## config.mk

```make
export PLATFORM = sky130hd
export DESIGN_NAME = selector_corriente
export DESIGN_NICKNAME = d
export VERILOG_FILES = /design/src/rtl/selector_corriente.sv
export SDC_FILE = /design/constraint.sdc
export NUM_CORES = 1
export LEC_CHECK = 0
export CAP_MARGIN = 5
export CORE_UTILIZATION = 30
export DETAILED_ROUTE_END_ITERATION = 16
export PLACE_DENSITY = 0.56
export SLEW_MARGIN = 5
export SYNTH_ARGS = -nofsm -noshare
export SYNTH_HDL_FRONTEND = slang
export SYNTH_SLANG_ARGS = --single-unit
```

## constraint.sdc

```tcl
create_clock -name clk -period 5.5 [get_ports clk]
set_input_delay 0.825 -clock clk [delete_from_list [all_inputs] [get_ports clk]]
set_output_delay 0.825 -clock clk [all_outputs]
set_load 0.02 [all_outputs]
```

## src/rtl/selector_corriente.sv

```systemverilog
// Up/down pushbutton front end producing the saturating 5-bit current level contador_I.
// Optional auto-repeat while a button is held is built only with SELECTOR_AUTOREPEAT_EN.
//
// state   | meaning
// --------+-----------------------------------------------------------------
// IDLE    | no press in progress; waiting for a fresh up or down press
// PULSADO | first step issued; waiting for release (or the repeat delay)
// REPETIR | auto-repeating every REPEAT_RATE cycles while held (macro only)
module selector_corriente #(
    parameter int unsigned DEBOUNCE_CYCLES = 500000,
    parameter int unsigned REPEAT_DELAY    = 25000000,
    parameter int unsigned REPEAT_RATE     = 5000000,
    parameter int unsigned NIVEL_INICIAL   = 0
) (
    input  logic       clk,
    input  logic       reset,
    input  logic       btn_up,
    input  logic       btn_down,
    output logic [4:0] contador_I,
    output logic       cambio,
    output logic       en_max,
    output logic       en_min
);

    localparam int DEB_W = (DEBOUNCE_CYCLES > 2) ? $clog2(DEBOUNCE_CYCLES) : 1;
    localparam logic [DEB_W-1:0] DEB_LAST  = DEB_W'(DEBOUNCE_CYCLES - 1);
    localparam logic [4:0]       NIVEL_RST = 5'(NIVEL_INICIAL);
    localparam logic [4:0]       NIVEL_MAX = 5'd31;

    if (DEBOUNCE_CYCLES < 1 || NIVEL_INICIAL > 31 || REPEAT_DELAY < 1 || REPEAT_RATE < 1) begin : g_param_check
        $error("selector_corriente: invalid parameter set");
    end

`ifdef SELECTOR_AUTOREPEAT_EN
    typedef enum logic [1:0] {IDLE, PULSADO, REPETIR} state_t;
    localparam int unsigned HOLD_MAX = (REPEAT_DELAY > REPEAT_RATE) ? REPEAT_DELAY : REPEAT_RATE;
    localparam int HOLD_W = (HOLD_MAX > 2) ? $clog2(HOLD_MAX) : 1;
    localparam logic [HOLD_W-1:0] DELAY_LAST = HOLD_W'(REPEAT_DELAY - 1);
    localparam logic [HOLD_W-1:0] RATE_LAST  = HOLD_W'(REPEAT_RATE - 1);
    logic [HOLD_W-1:0] hold_cnt;
`else
    typedef enum logic [1:0] {IDLE, PULSADO} state_t;
`endif

    // Index 0 = up button, index 1 = down button.
    logic [1:0]       sync_a;
    logic [1:0]       sync_b;
    logic [1:0]       deb;
    logic [1:0]       deb_prev;
    logic [DEB_W-1:0] deb_cnt [2];

    state_t state;
    logic   dir_up;
    logic   req_up, req_down, up_edge, down_edge, held;
    logic   step_en, step_is_up;

    always_ff @(posedge clk) begin
        if (reset) begin
            sync_a   <= '0;
            sync_b   <= '0;
            deb      <= '0;
            deb_prev <= '0;
            for (int i = 0; i < 2; i++) deb_cnt[i] <= '0;
        end else begin
            sync_a   <= {btn_down, btn_up};
            sync_b   <= sync_a;
            deb_prev <= deb;
            for (int i = 0; i < 2; i++) begin
                if (sync_b[i] == deb[i]) begin
                    deb_cnt[i] <= '0;
                end else if (deb_cnt[i] == DEB_LAST) begin
                    deb[i]     <= sync_b[i];
                    deb_cnt[i] <= '0;
                end else begin
                    deb_cnt[i] <= deb_cnt[i] + 1'b1;
                end
            end
        end
    end

    // A new press must be a debounced rising edge of that button itself, so
    // releasing the other button of a held pair never starts a step.
    assign req_up    = deb[0] & ~deb[1];
    assign req_down  = deb[1] & ~deb[0];
    assign up_edge   = req_up & ~deb_prev[0];
    assign down_edge = req_down & ~deb_prev[1];
    assign held      = dir_up ? req_up : req_down;

    always_comb begin
        step_en    = 1'b0;
        step_is_up = dir_up;
        if (state == IDLE) begin
            step_en    = up_edge | down_edge;
            step_is_up = up_edge;
        end
`ifdef SELECTOR_AUTOREPEAT_EN
        else if (held && hold_cnt == '0) begin
            step_en = 1'b1;
        end
`endif
    end

    always_ff @(posedge clk) begin
        if (reset) begin
            state      <= IDLE;
            dir_up     <= 1'b0;
            contador_I <= NIVEL_RST;
            cambio     <= 1'b0;
`ifdef SELECTOR_AUTOREPEAT_EN
            hold_cnt   <= '0;
`endif
        end else begin
            cambio <= 1'b0;
            if (step_en) begin
                if (step_is_up && contador_I != NIVEL_MAX) begin
                    contador_I <= contador_I + 5'd1;
                    cambio     <= 1'b1;
                end else if (!step_is_up && contador_I != 5'd0) begin
                    contador_I <= contador_I - 5'd1;
                    cambio     <= 1'b1;
                end
            end

            case (state)
                IDLE: begin
                    if (up_edge || down_edge) begin
                        state  <= PULSADO;
                        dir_up <= up_edge;
`ifdef SELECTOR_AUTOREPEAT_EN
                        hold_cnt <= DELAY_LAST;
`endif
                    end
                end
                PULSADO: begin
                    if (!held) begin
                        state <= IDLE;
                    end
`ifdef SELECTOR_AUTOREPEAT_EN
                    else if (hold_cnt == '0) begin
                        state    <= REPETIR;
                        hold_cnt <= RATE_LAST;
                    end else begin
                        hold_cnt <= hold_cnt - 1'b1;
                    end
`endif
                end
`ifdef SELECTOR_AUTOREPEAT_EN
                REPETIR: begin
                    if (!held) begin
                        state <= IDLE;
                    end else if (hold_cnt == '0) begin
                        hold_cnt <= RATE_LAST;
                    end else begin
                        hold_cnt <= hold_cnt - 1'b1;
                    end
                end
`endif
                default: state <= IDLE;
            endcase
        end
    end

    assign en_max = (contador_I == NIVEL_MAX);
    assign en_min = (contador_I == 5'd0);

endmodule
```

# Word level (Yosys, flattened, before mapping)
# Memory sizes are Yosys's and may differ from the RTL's.
# Index checks and enable logic that the tools add are counted.
[word_totals]
register_bits = 17
ram_bits = 38
out_inout_bits = 8
n_memories = 1
word_cells = 95
[mem_list]
columns = ["memory", "depth", "word_bits", "rd", "rd_clocked_by_memory_dff", "write_ports", "line", "source"]
rows = [
  ["deb_cnt", 2, 19, 2, 0, 2, "50", "logic [DEB_W-1:0] deb_cnt [2];"],
]
[classes]
bitwise = 18
eq_ne = 9
n_reduce_logical = 14
addsub = 4
muxes = 40
[ops]
columns = ["operator", "n"]
rows = [
  ["$mux W19", 6],
  ["$add A19 B1 Y19 const B", 2],
  ["$eq A19 B19 Y1 const B", 2],
  ["$mux W1", 29],
  ["$mux W5", 2],
  ["$reduce_and A2 Y1", 5],
  ["$not A1 Y1", 7],
  ["$or A1 B1 Y1", 7],
  ["$add A5 B1 Y5 const B", 1],
  ["$eq A5 B5 Y1 const B", 1],
  ["$logic_not A5 Y1", 1],
  ["$ne A5 B5 Y1 const B", 1],
  ["$reduce_bool A5 Y1", 1],
  ["$sub A5 B1 Y5 const B", 1],
  ["$and A1 B1 Y1", 4],
  ["$mux W2", 2],
  ["$pmux W2 S2", 1],
  ["$eq A1 B1 Y1", 2],
  ["$eq A2 B1 Y1 const B", 1],
  ["$logic_and A1 B1 Y1", 2],
  ["$logic_not A2 Y1", 1],
  ["$ne A2 B1 Y1 const B", 1],
  ["$ne A2 B2 Y1 const B", 1],
  ["$reduce_bool A2 Y1", 1],
  ["3 further kinds", 3],
]

# Longest topological paths before layout
[logic_depth]
depth_word = 8
depth_mapped = 10
ltp_nobuf = 9

# Least setup slack after synthesis
# OpenSTA, ideal clock, no wires.
[synth_timing]
path_kind = "flip-flop to flip-flop"
startpoint = "register deb[0]"
endpoint = "register contador_I[4]"
period_less_slack_ps = 2699
setup_ps = 115
path_stages_with_launch = 11
path_slack_ps = 2801
t_arrival_ps = 2584
cell_sequence = "dfxtp_1 > buf_6 > or4b_4 > a2bb2oi_1 > inv_1 > ha_1 > nand2b_1 > a21oi_1 > or4b_1 > and3_1 > o21ba_1"
[synth_between]
elab_chain_cells = 7
elab_cells_between_ends = 14
cone_classes = "mux: 3; bitwise: 6; reduce/logical: 5"
[synth_lines]
columns = ["item", "line", "source"]
rows = [
  ["start: declaration", "48", "logic [1:0] deb;"],
  ["start signal: indexed assignment", "72", "deb[i] <= sync_b[i];"],
  ["$and A1 B1 Y1", "83", "assign req_up = deb[0] & ~deb[1];"],
  ["$and A1 B1 Y1", "85", "assign up_edge = req_up & ~deb_prev[0];"],
  ["$mux W1", "92", "if (state == IDLE) begin"],
  ["$logic_not A1 Y1", "118", "end else if (!step_is_up && contador_I != 5'd0) begin"],
  ["$logic_and A1 B1 Y1", "118", ""],
  ["$reduce_bool A2 Y1 (no source line)", "-", ""],
  ["$reduce_and A2 Y1 (no source line)", "-", ""],
  ["end signal: assignment", "116", "contador_I <= contador_I + 5'd1;"],
  ["end signal: assignment", "119", "contador_I <= contador_I - 5'd1;"],
  ["end: declaration", "19", "output logic [4:0] contador_I,"],
]
# Parallel ways exist; a longest one is shown, timed or not.
# A chain may end at the register's enable or synchronous reset.

# Worst setup path in the final report
# Same ends and word-level chain as after synthesis.

==> impl_results.md <==
* # rows at 34
* Layout filler cell count at 877
* Area growth, synth to finish at 16.3%
* Final Max Tran Viols at 0
* Share of post-route cells with drive strength above 1 at 4.62%
* Die Ht at 98.9 µm
* First-pass GRT wire length at 8.56 mm
* Clock skew at 0.00157 ns
* Met3 Track Usage GR at 1.49%
* Critical Path End Type: register
* Initial antenna violation count at 0
* Period utilization at 54.4%
* Pre-antenna DRT Iters at 4
* Routability cong. at 0.820
* HP Class: register to register
* WS Path Type: register to register
* Actual slew at the worst max-slew pin at 0.747 ns
* Post-route setup slack at 2.51 ns
* Clk_lat worst skew at 0.30 ns
* WL/cell at 11.3 µm
* PostCTS Resize Cnt at 0
* Core Area at 0.00889 mm²
* Mapped Cells at 276
* Post-synth cell types at 42
* Number of diodes at 0
* Gr ovfl total at 0
* CTS Buffer Depth at 2
* Largest net degree at the start of global routing at 19
* # IOs at 12
* Starting Density at 31.7%
* Worst Path Max Fanout at 9
* DR vias at 1958
* Sink Count at 54
* Top cells by area, synth: edfxtp_1 40%, dfxtp_1 11%, nor2_1 7.7%, xor2_1 6.5%, xnor2_1 5.6%
* Critical path required time at 5.71 ns
* Seq cells post-synth at 54
* Ys flop type: edfxtp_1
* CTS tree: done
* Root Buffer Master: clkbuf_8
* Register area share after synthesis at 51.9%
* # setup viols final at 0
* Met2 Usage GRT at 18.0%
* Port Buffers at 11
* Worst-path clk slew at 0.10 ns
* DIE AREA at 0.00978 mm²
* Clock buffer count from CTS at 5
* Pre-CTS setup slack at 2.55 ns
* PwrDens at 228 mW/mm²
* Max_slew headroom at 49.8%
* Syn avg cell area at 10.2 µm²
* Startpoint Class: register
* Starting DRT DRC Count at 104
* Arr. time, crit path at 3.20 ns
* Met1 Track Usage GR at 14.0%
* Final ANT Viol Nets at 0
* Leak pwr at 1.15 nW
* Vias per inst at 4.52
* Gr usage total at 10.8%
* Final wirelength at 4.89 mm
* Unrepaired setup endpoints after global routing: no
* Net count, final at 334
* Commonest cells post-synth: 58 x nor2_1, 38 x edfxtp_1, 21 x xor2_1, 18 x nand3_1, 18 x xnor2_1
* Vias in the first global route at 1923
* Hold Vio Cnt, Final at 0
* Busiest grt layer: met2
* Ys Warns at 0
* Max rail drop VDD at 0.0000928 V
* Fmax achieved at 334 MHz
* Post-synth ARST share at 0%
* Worst hold slack at 0.443 ns
* Max-cap violation count at 0
* Die Width at 98.9 µm
* Drc violations at 0
* Crit path time final at 2.99 ns
* Status: finished clean
* Largest area contributor in the netlist: edfxtp_1
* CTS hold repair buffers at 0
* Synth top area share at 40.5%
* EDFF count, synth at 38
* Setup TNS at 0 ns
* CTS H-Tree Depth at 2
* DP HPWL at 3.48 mm
* Netlist Area Pre-Place at 0.00282 mm²
* Post-CTS setup buffer count at 0
* Count leader, synth: nor2_1
==> cells by family (layout without fill, tap and decap cells) <==
kind of cell / Yosys count / count (layout) / share of synthesized area (%)
buffers and inverters: 14 / 26 / 2.18
and+or+nand+nor: 143 / 143 / 25.3
other: 1 / 38 / 0.133
AOI/OAI and AO/OA: 15 / 15 / 4.09
xor gates and xnor gates: 39 / 39 / 12.1
muxes: 4 / 4 / 1.42
adders and majority gates: 6 / 6 / 2.93
DFF: 54 / 54 / 51.9
==> path summary, 6_finish.rpt <==
kind              from       endpoint  slack, ns  cells past startpoint
max             deb[0]  contador_I[4]       2.51                      9
min          sync_a[0]      sync_b[0]       0.44                      1
max reg2reg     deb[0]  contador_I[4]       2.51                      9
min reg2reg  sync_a[0]      sync_b[0]       0.44                      1
==> layout make-up <==
| class | count | area [µm²] | share of cell area [%] |
|---|---|---|---|
| multi-input cells | 245 | 1430 | 43.8 |
| repair buffers | 11 | 110 | 3.36 |
| well taps | 108 | 135 | 4.12 |
| flip-flops and latches | 54 | 1460 | 44.6 |
| inverters | 7 | 26.3 | 0.802 |
| clock buffers | 8 | 110 | 3.36 |
==> registers in the layout (all words and copies together) (netlist names) <==
register,cells
cambio,1
contador_I,5
deb,2
deb_cnt,38
deb_prev,2
dir_up,1
state,1
sync_a,2
sync_b,2
==> through the flow <==
stage	util (%)	cell area, µm²	cells	power, W
4_1_cts	36.9	3280	433	0.000759
5_1_grt	36.9	3280	433	0.000780
3_3_place_gp	35.6	3170	425	0.000499
3_5_place_dp	35.6	3170	425	0.000499
2_1_floorplan	-	2960	313	0.000490
6_report	36.9	3280	433	0.000748
==> per-layer routing <==
| metal | vias up | wire, µm |
|---|---|---|
| met5 | - | 0 |
| met4 | 0 | 57 |
| met3 | 4 | 95 |
| met2 | 23 | 2210 |
| met1 | 906 | 2530 |
| li1 | 1025 | - |
==> worst max-delay path, cell delays in order, from the launching register on <==
cell and delay [ns]:
dfxtp_1 0.49, or4b_4 0.53, a2bb2oi_1 0.32, inv_1 0.15
ha_1 0.35, nand2b_1 0.10, a21oi_1 0.08, or4b_1 0.52
and3_1 0.20, o21ba_1 0.17
==> report_power, final <==
group | leakage (nW) | internal, W | switching, W
sequential | 0.522 | 0.000448 | 0.0000142
combinational | 0.569 | 0.0000125 | 0.0000159
clock | 0.0575 | 0.000127 | 0.000130
total | 1.15 | 0.000588 | 0.000160
==> cell usage in the layout (no fill, tap or decap), drive strengths merged, types with 2 or more instances in the layout <==
master         instances
nor2                  58
edfxtp                38
conb                  38
xor2                  21
nand3                 18
xnor2                 18
nand2                 17
dfxtp                 16
clkdlybuf4s50         11
nand4                  9
clkbuf                 8
inv                    7
nor2b                  7
nor3                   6
a21oi                  5
ha                     5
and3                   4
mux2i                  4
nand2b                 3
nor4b                  3
and4                   3
or2                    3
nor4                   3
or4                    2
and2                   2
or4b                   2
Power figures use the tool's default switching activity.
==> RTL edit, RTL diff (config.mk and constraints unchanged) <==
Add a define of `SELECTOR_AUTOREPEAT_EN`.
--- a/src/rtl/selector_corriente.sv
+++ b/src/rtl/selector_corriente.sv
@@ -6,6 +6,8 @@
 // IDLE    | no press in progress; waiting for a fresh up or down press
 // PULSADO | first step issued; waiting for release (or the repeat delay)
 // REPETIR | auto-repeating every REPEAT_RATE cycles while held (macro only)
+`define SELECTOR_AUTOREPEAT_EN
+
 module selector_corriente #(
     parameter int unsigned DEBOUNCE_CYCLES = 500000,
     parameter int unsigned REPEAT_DELAY    = 25000000,
Behaviour: same outputs for any inputs over 10 cycles, from zero or initial values and one cycle with reset high; that may be too few to reach the edited logic, so the function may still have changed.
==> RTL edit against the unedited design <==
- design area rose by 56%
- first-iteration DRC count rose by 120%
- setup slack got worse by 180 ps
- non-clock buffer count rose by 2
- combinational power rose to 17 times the old value
- core utilization fell by 0.54 points
- critical path depth rose by 1
- power rose by 150%
- area after synthesis rose by 55%
- wire length rose by 84%
- sequential cell count rose by 26
- sequential power rose by 55%
- global-route usage rose by 2.1 points
- critical path type unchanged
- critical endpoint unchanged
- largest power group unchanged
- highest routed layer unchanged
==> RTL edit: results (changes against the unedited design) <==
[grt]
grt_pass1_vias = 3271  ; +70%
grt.met2_usage_pct = 20.58  ; +2.6 points
use_met3_pct = 4.647  ; +3.2 points

[logic_synthesis]
synthTopCellsByArea = edfxtp_1 (26%), dfxtp_1 (19%), nor2_1 (6.7%)
synthTopCellsByCount = nor2_1 (78), dfxtp_1 (42), edfxtp_1 (38), xnor2_1 (27), nand3_1 (23)
syn_inst = 473  ; +71%
ys.flop_type = dfxtp_1

[detailed_routing]
first_iter_violations = 226  ; +120%
wl_met1_um = 4358  ; +72%

[layout]
stdcell_count = 698  ; +61%
nets = 528  ; +58%
top_regs = deb_cnt: 38 flops, hold_cnt: 25 flops, contador_I: 5 flops

[worst_setup_path]
slowest_stage = nor4bb_1
max_stage_delay_ps = 470  ; -60 ps
arrival_ps = 3430  ; +230 ps
cp_max_fo = 11  ; +2

[power]
p_leak_nw = 1.762  ; +53%

[sta]
whs_ps = 462.1  ; +19.23 ps
relSlewSlack_pct = 30.62  ; -19 points
fin_worst_skew_ps = 8.921  ; +7.354 ps
setup_ws_ps = 2335  ; -175.0 ps

[cts]
clk_pin_slew_worst_paths_ps = 70  ; -30 ps
clk_latency_ps = 340  ; +40 ps
htree_levels = 3  ; +1
numCtsBuffers = 9  ; +4

[placed_design]
dp_cells = 682  ; +60%
dp_slack_ps = 2392  ; -155.6 ps

[run_status]
status = finished, final reports clean

[hold_path]
hp-start = sync_a[1]
min_to = sync_b[1]

[RTL edit: power breakdown]
group	internal, mW	switching [mW]
Clock	0.394	0.264
Combinational	0.168	0.307
Sequential	0.666	0.0485
[RTL edit: cells by family (layout without fill, tap and decap cells)]
| logic type | count (synthesis) | count (layout) | synth area share (%) |
|---|---|---|---|
| AOI/OAI and AO/OA | 69 | 69 | 10.48 |
| xor gates and xnor gates | 47 | 47 | 9.416 |
| adders and majority gates | 11 | 11 | 3.320 |
| buffers and inverters | 43 | 51 | 4.064 |
| DFF | 80 | 80 | 45.33 |
| muxes | 2 | 2 | 0.4579 |
| other | 1 | 38 | 0.08578 |
| and+or+nand+nor | 220 | 220 | 26.85 |
[RTL edit: area by class of cell]
type	count	area, um2
Clock inverter	4	33.78
Sequential cell	80	1982
Tap cell	180	225.2
Fill cell	1430	8942
Inverter	22	82.58
Multi-Input combinational cell	387	2351
Clock buffer	12	300.3
Timing Repair Buffer	13	125.1
